--- config.mk ---
export PLATFORM = sky130hd
export DESIGN_NAME = multdiv_ctrl
export DESIGN_NICKNAME = d
export VERILOG_FILES = /design/src/rtl/multdiv_pkg.sv /design/src/rtl/multdiv_cycle_cnt.sv /design/src/rtl/multdiv_ctrl.sv
export SDC_FILE = /design/constraint.sdc
export NUM_CORES = 1
export LEC_CHECK = 0
export CORE_ASPECT_RATIO = 0.5
export CORE_MARGIN = 3
export CORE_UTILIZATION = 37
export DETAILED_ROUTE_END_ITERATION = 10
export PLACE_DENSITY = 0.78
export SLEW_MARGIN = 30
export SYNTH_ARGS = -nofsm -noshare
export SYNTH_HDL_FRONTEND = slang
export SYNTH_SLANG_ARGS = --single-unit
--- constraint.sdc ---
create_clock -name clk -period 1.9 [get_ports clk]
set_clock_uncertainty 0.2 [all_clocks]
set_input_delay 0.38 -clock clk [delete_from_list [all_inputs] [get_ports clk]]
set_output_delay 0.38 -clock clk [all_outputs]
set_load 0.1 [all_outputs]
--- src/rtl/multdiv_pkg.sv ---
// multdiv_pkg: shared state/op encodings and default iteration counts for multdiv_ctrl
package multdiv_pkg;
  typedef enum logic [1:0] {IDLE, RUN, DONE} state_t;
  typedef enum logic {OP_MULT, OP_DIV} op_t;
  localparam int MULT_CYCLES_DEF = 32;
  localparam int DIV_CYCLES_DEF = 33;
endpackage

--- src/rtl/multdiv_cycle_cnt.sv ---
// multdiv_cycle_cnt: iteration counter with sync clear/enable, flags count==limit-1
module multdiv_cycle_cnt #(
  parameter int CNT_W = 6
) (
  input  logic             clk,
  input  logic             rst,
  input  logic             clear,
  input  logic             en,
  input  logic [CNT_W-1:0] limit,
  output logic             done
);
  logic [CNT_W-1:0] count;
  always_ff @(posedge clk)
    if (rst || clear) count <= '0;
    else if (en) count <= count + 1'b1;
  assign done = count == limit - 1'b1;
endmodule

--- src/rtl/multdiv_ctrl.sv ---
// multdiv_ctrl: sequencer for the shared iterative multiplier/divider pair
// MULTDIV_EARLY_EXCEPT_EN: divide-by-zero completes next cycle without running the divider
module multdiv_ctrl
  import multdiv_pkg::*;
#(
  parameter int MULT_CYCLES = MULT_CYCLES_DEF,
  parameter int DIV_CYCLES  = DIV_CYCLES_DEF,
  parameter int CNT_W       = 6
) (
  input  logic        clk,
  input  logic        reset,
  input  logic        ctrl_MULT,
  input  logic        ctrl_DIV,
  input  logic [31:0] data_operandA,
  input  logic [31:0] data_operandB,
  output logic [31:0] op_a,
  output logic [31:0] op_b,
  output logic        mult_start,
  output logic        div_start,
  input  logic [31:0] mult_result,
  input  logic        mult_except,
  input  logic [31:0] div_quot,
  input  logic        div_except,
  output logic [31:0] data_result,
  output logic        data_exception,
  output logic        data_resultRDY,
  output logic        busy
);
  state_t state, state_nxt;
  op_t op;
  logic dz, req, dz_req, early, done, fin;
  assign req    = ctrl_MULT | ctrl_DIV;
  assign dz_req = !ctrl_MULT && ctrl_DIV && data_operandB == 32'd0;
`ifdef MULTDIV_EARLY_EXCEPT_EN
  assign early = dz_req;
`else
  assign early = 1'b0;
`endif
  assign fin  = state == RUN && done && !req;
  assign busy = state == RUN;
  multdiv_cycle_cnt #(.CNT_W(CNT_W)) u_cnt (
    .clk(clk),
    .rst(reset),
    .clear(req),
    .en(state == RUN),
    .limit(op == OP_MULT ? CNT_W'(MULT_CYCLES) : CNT_W'(DIV_CYCLES)),
    .done(done)
  );
  always_comb begin
    state_nxt = state;
    if (req) state_nxt = early ? DONE : RUN;
    else if (fin) state_nxt = DONE;
  end
  always_ff @(posedge clk)
    if (reset) state <= IDLE;
    else state <= state_nxt;
  always_ff @(posedge clk)
    if (reset) begin
      op             <= OP_MULT;
      dz             <= 1'b0;
      op_a           <= '0;
      op_b           <= '0;
      mult_start     <= 1'b0;
      div_start      <= 1'b0;
      data_result    <= '0;
      data_exception <= 1'b0;
      data_resultRDY <= 1'b0;
    end else begin
      mult_start     <= ctrl_MULT;
      div_start      <= !ctrl_MULT && ctrl_DIV && !early;
      data_resultRDY <= fin || early;
      if (req) begin
        op_a <= data_operandA;
        op_b <= data_operandB;
        op   <= ctrl_MULT ? OP_MULT : OP_DIV;
        dz   <= dz_req;
      end
      if (early) begin
        data_result    <= '0;
        data_exception <= 1'b1;
      end else if (fin) begin
        data_result    <= op == OP_MULT ? mult_result : (dz ? 32'd0 : div_quot);
        data_exception <= op == OP_MULT ? mult_except : (dz | div_except);
      end
    end
endmodule

# After elaboration in Yosys (flattened, before gate mapping)
# Cells that the tools add are included.
# W data, S select, Z words.
word_totals:
  ff_bits: 110
  inputBits: 134
  output_inout_bits: 101
  word_cells: 35
op_classes:
  n_eq_ne: 2
  reduce_logical: 10
  addsub: 2
  n_bitwise: 2
  mux: 7
op_table:
  columns: ["cell", "count"]
  rows:
  - ["$mux W32", 2]
  - ["$logic_not A32 Y1", 1]
  - ["$add A6 B1 Y6 const B", 1]
  - ["$eq A6 B6 Y1", 1]
  - ["$sub A6 B1 Y6 const B", 1]
  - ["$mux W1", 5]
  - ["$logic_and A1 B1 Y1", 4]
  - ["$eq A2 B1 Y1 const B", 1]
  - ["$logic_not A1 Y1", 2]
  - ["$or A1 B1 Y1", 2]
  - ["$reduce_bool A2 Y1", 1]
  - ["$reduce_or A2 Y1", 1]
  - ["$logic_or A1 B1 Y1", 1]

# Logic depth before layout (Yosys ltp)
logic_depth:
  ltp_word: 7
  depth_mapped: 7
  mapped_depth_nobuf: 5

# Cells and area by module
# A second synthesis with hierarchy kept.
unflattened:
  hier_cells: 515
  hier_area_um2: 4256.6
by_module_without_submodules:
  columns: ["module", "area_each_um2", "cells_each", "instances"]
  rows:
  - ["multdiv_ctrl", 3852.4, 466, 1]
  - ["multdiv_cycle_cnt", 404.1, 49, 1]

# Least setup slack after synthesis
# OpenSTA, ideal clock, no wires.
synth_timing:
  kind: "reg2reg"
  from: "register state[1]"
  to: "register data_result[10]"
  slack_ns: -0.586
  stages_incl_launch_ff: 6
  arrival_ns: 2.165
  period_less_slack_ns: 2.486
  n_path_buf: 1
  cell_sequence: "dfxtp_1 > nand2b_1 > clkinv_1 > o211ai_4 > buf_6 > mux2_4"
synth_between:
  elab_chain_cells: 3
synth_rtl:
  columns: ["item", "line_no", "rtl"]
  rows:
  - ["start, declared", "multdiv_ctrl.sv:29", "state_t state, state_nxt;"]
  - ["start signal, assigned", "multdiv_ctrl.sv:56", "else state <= state_nxt;"]
  - ["$eq A2 B1 Y1", null, null]
  - ["named net busy", "multdiv_ctrl.sv:27", "output logic busy"]
  - ["$logic_and A1 B1 Y1 (2 in a row)", "multdiv_ctrl.sv:39", "assign fin = state == RUN && done && !req;"]
  - ["end signal, assigned", "multdiv_ctrl.sv:82", "data_result <= op == OP_MULT ? mult_result : (dz ? 32'd0 : div_quot);"]
  - ["end, declared", "multdiv_ctrl.sv:24", "output logic [31:0] data_result,"]
# The timed path passes the listed nets, and every way through them passes these cells.
# A chain may end at the register's enable or synchronous reset.

# Worst setup path after layout
layout_timing:
  from: "register u_cnt.count[1]"
  to: "register data_result[15]"
layout_between:
  elab_chain_cells: 3
layout_rtl:
  columns: ["item", "line_no", "rtl"]
  rows:
  - ["start, declared", "multdiv_cycle_cnt.sv:12", "logic [CNT_W-1:0] count;"]
  - ["start signal, assigned", "multdiv_cycle_cnt.sv:15", "else if (en) count <= count + 1'b1;"]
  - ["$eq A6 B6 Y1", "multdiv_cycle_cnt.sv:16", "assign done = count == limit - 1'b1;"]
  - ["$logic_and A1 B1 Y1 (2 in a row)", "multdiv_ctrl.sv:39", null]
# Every way passes these cells.

==> metrics <==
status complete, but fails checks; failing checks setup timing; endpoint of the worst hold path data_resultRDY; share of the synthesized netlist area taken by xor and xnor gates 0.743%; Tot GR Track Use 20.6%; data required time at the worst endpoint 1.92 ns; setup ws final -0.0939 ns; Worst R2R Setup Slack -0.09 ns; Post-Syn Area per Cell 8.38 um^2; slowest stage cell on the critical path sky130_fd_sc_hd__or4_4; leftover overflow at the end of global routing 0; antenna cell count 0; total of flip-flops plus latches after synthesis 110; worst-case hold slack 0.112 ns; post-synth net total 698; chip height 85.8 um; number of synthesis warnings 0; largest family of logic cells by synthesized area simple AND/OR/NAND/NOR gates; Iter 0 DRT Violations 218; total of buffers placed on input and output ports 234; critical path class flop to flop; worst vdd ir 425 uV; Vias/cell 4.85; Final Util 71.8%; number of ports placed on the die boundary 235; H-tree Lvls 3; maximum root-to-sink buffer count 2; CP Max Fanout 15; startpoint of the lowest-slack register-to-register path u_cnt.count[1]; total CTS buffers 9; starting utilization of the core area 38.9%; fraction of layout instances using a drive strength above 1 23.6%; Core Region 12100 um^2; final wirelength 15000 um; leak pwr 3.60 nW; post-synth cell types 33; Clock Tree Root sky130_fd_sc_hd__clkbuf_16; number of standard-cell rows in the floorplan 28; transition at the pin with the smallest max-transition slack 0.539 ns; Hold Vio Cnt, Final 0; layout filler cell count 882; Pins Over Slew Limit 0; Worst Setup Slack post-DPL -0.198 ns; Worst Hold Launch reset; CP cell instances or4_4 > nor3_4 > o211ai_4 > buf_12 > mux2_4; antenna viol nets, final 0; RSZ-0062 raised after global routing yes; number of sinks on the clock net 110; multiplexer share of the synthesized area 10.2%; largest net degree at the start of global routing 66; post-CTS clock slew at the launch and capture registers of the worst setup and hold paths 0.07 ns; first-pass GRT wire length 24300 um; number of vias in the routed layout 4683; detailed-route wire length per cell 15.5 um; CP max stage delay 0.54 ns; critical path capture point type flop; max-slew headroom at the worst pin 64.0%; simple-gate area share of the yosys netlist 26.3%; crit path from u_cnt.count[1]; post-detail-place hpwl 11400 um; ratio of final minimum period to clock period 105%; total setup violations reported at the end of the flow 32; compound-gate portion of the synthesized area 11.8%; vias in the first global route 4742; Final nets 932; sequential area share after synthesis 46.7%; type of element launching the critical path flop; f_max 0.502 GHz; count of hold-fix buffers inserted at cts 0; placed cell areas 8390 um^2; hold path cells 2; CP arrival 2.01 ns; die area 14200 um^2; CTS tree yes; max-cap viol count 0; Period minus WS final 1.99 ns; clock latency on the worst-skew pair 0.33 ns; finished layout cell area 8710 um^2; Crit Reg-Reg Endpoint data_result[15]; Min-Delay Path Class input port to flop; post-synthesis adder-cell area fraction 0.265%; Reg2Reg Depth 5; antenna violations before repair 0; areal power density over the cells 693 nW/um^2; Pre-antenna DRT Iters 4; Die Wd 166 um; area growth from synthesis to layout 84.6%; residual DRC count 0; placer congestion estimate 0.784; synthesized netlist cell count 563; post-synthesis instance area 4720 um^2
## critical path, delay by kind of cell (launching register included)
| kind | cells | cell delay (ns) |
|---|---|---|
| compound gates | 1 | 0.15 |
| buf+inv | 1 | 0.19 |
| flops | 1 | 0.32 |
| mux | 1 | 0.30 |
| simple gates | 2 | 0.72 |
## cell families after synthesis
logic type                 Yosys count
AOI/OAI and AO/OA                  106
xor gates and xnor gates             4
adders and majority gates            1
buffers and inverters               45
DFF                                110
muxes                               33
and+or+nand+nor                    264
## worst max-delay path by stage
stage / to / slack (ns) / cells after the start
global route: data_result[15] / -0.13 / 5
global placement: dz / -0.16 / 6
CTS: data_result[15] / -0.1 / 5
floorplan: data_result[10] / -0.05 / 5
finish: data_result[15] / -0.09 / 5
detailed placement: dz / -0.20 / 6
## cells in the final DEF, fill, tap and decap left out, types with 2 or more instances in the layout
| master | netlist | layout |
|---|---|---|
| sky130_fd_sc_hd__nand2_1 | 133 | 133 |
| sky130_fd_sc_hd__clkdlybuf4s50_1 | 0 | 132 |
| sky130_fd_sc_hd__dfxtp_1 | 110 | 109 |
| sky130_fd_sc_hd__buf_12 | 0 | 106 |
| sky130_fd_sc_hd__a21oi_1 | 99 | 99 |
| sky130_fd_sc_hd__nor2b_1 | 66 | 65 |
| sky130_fd_sc_hd__nor2_1 | 39 | 38 |
| sky130_fd_sc_hd__mux2_4 | 29 | 29 |
| sky130_fd_sc_hd__buf_4 | 0 | 26 |
| sky130_fd_sc_hd__clkbuf_16 | 0 | 9 |
| sky130_fd_sc_hd__nor4_1 | 8 | 8 |
| sky130_fd_sc_hd__mux2_2 | 3 | 3 |
| sky130_fd_sc_hd__inv_1 | 3 | 3 |
| sky130_fd_sc_hd__clkinv_4 | 0 | 2 |
| sky130_fd_sc_hd__or3_1 | 2 | 2 |
| sky130_fd_sc_hd__xor2_1 | 2 | 2 |
| sky130_fd_sc_hd__o21ai_0 | 2 | 2 |
| sky130_fd_sc_hd__xnor2_1 | 2 | 2 |
| sky130_fd_sc_hd__nor3_1 | 2 | 2 |
| sky130_fd_sc_hd__nand2b_1 | 3 | 2 |
| sky130_fd_sc_hd__o22ai_1 | 2 | 2 |
| sky130_fd_sc_hd__nor3b_1 | 2 | 2 |
| sky130_fd_sc_hd__nand3_1 | 3 | 2 |
## synth_stat cells, drive strengths merged
cell type  count  area share (%)
mux2          32             9.9
clkinv         1           0.079
clkbuf        32             2.5
xor2           2            0.37
a21oi         99              11
or2            1            0.13
inv            3            0.24
nor3b          2            0.32
nand2b         3            0.40
nand4          1            0.13
nor2          39             3.1
a211o          1            0.19
o21a           1            0.16
nand2        133              11
dfxtp        110              47
ha             1            0.27
nand3          3            0.32
xnor2          2            0.37
or3            2            0.27
o211ai         1            0.45
nor3           3            0.56
nor4           9             1.3
o22ai          2            0.27
o21ai          2            0.21
and4           1            0.19
nor2b         66             8.8
mux2i          1            0.21
buf            9             1.2
or4            1            0.24
## report_power, final
part | switching, W | internal (W)
logic | 0.000959 | 0.000695
registers | 0.0000911 | 0.00239
clock network | 0.000833 | 0.00106
total | 0.00188 | 0.00415
## state kept, by name, indices dropped and copies added, names as in the netlist
name / flops
u_cnt.count: 6
op: 1
op_a: 32
data_exception: 1
data_result: 32
state: 2
data_resultRDY: 1
op_b: 32
div_start: 1
dz: 1
mult_start: 1
## per-stage QoR
step	setup TNS [ns]	instances	total power, W
floorplan	-1.43	563	0.00339
detailed placement	-7.88	950	0.00420
CTS	-2.58	966	0.00608
finish	-2.49	966	0.00603
global placement	-6.17	950	0.00417
global route	-3.55	966	0.00624
## final cells by class
class	instances	area (um^2)	share of cell area, %
sequential	110	2200	25.3
clock buffer	11	243	2.79
clock inverter	4	55.1	0.632
inverter	4	20.0	0.230
multi-input combinational	408	2340	26.9
timing repair buffer	264	3640	41.8
tap	165	206	2.37
## layer usage
metal	up-vias	part of all wire, %	track usage (%)
met3	38	5.4	5.71
met5	-	0	0
li1	2305	-	-
met1	2186	39	23.0
met4	0	2.9	7.09
met2	154	53	38.5
## repair_timing
item,4_1_cts,5_1_grt
cloned,0,0
resized for setup,1,1
setup buffers,1,0
endpoints found under the setup margin,32,33
No activity file was read; power rests on OpenSTA's default activity.
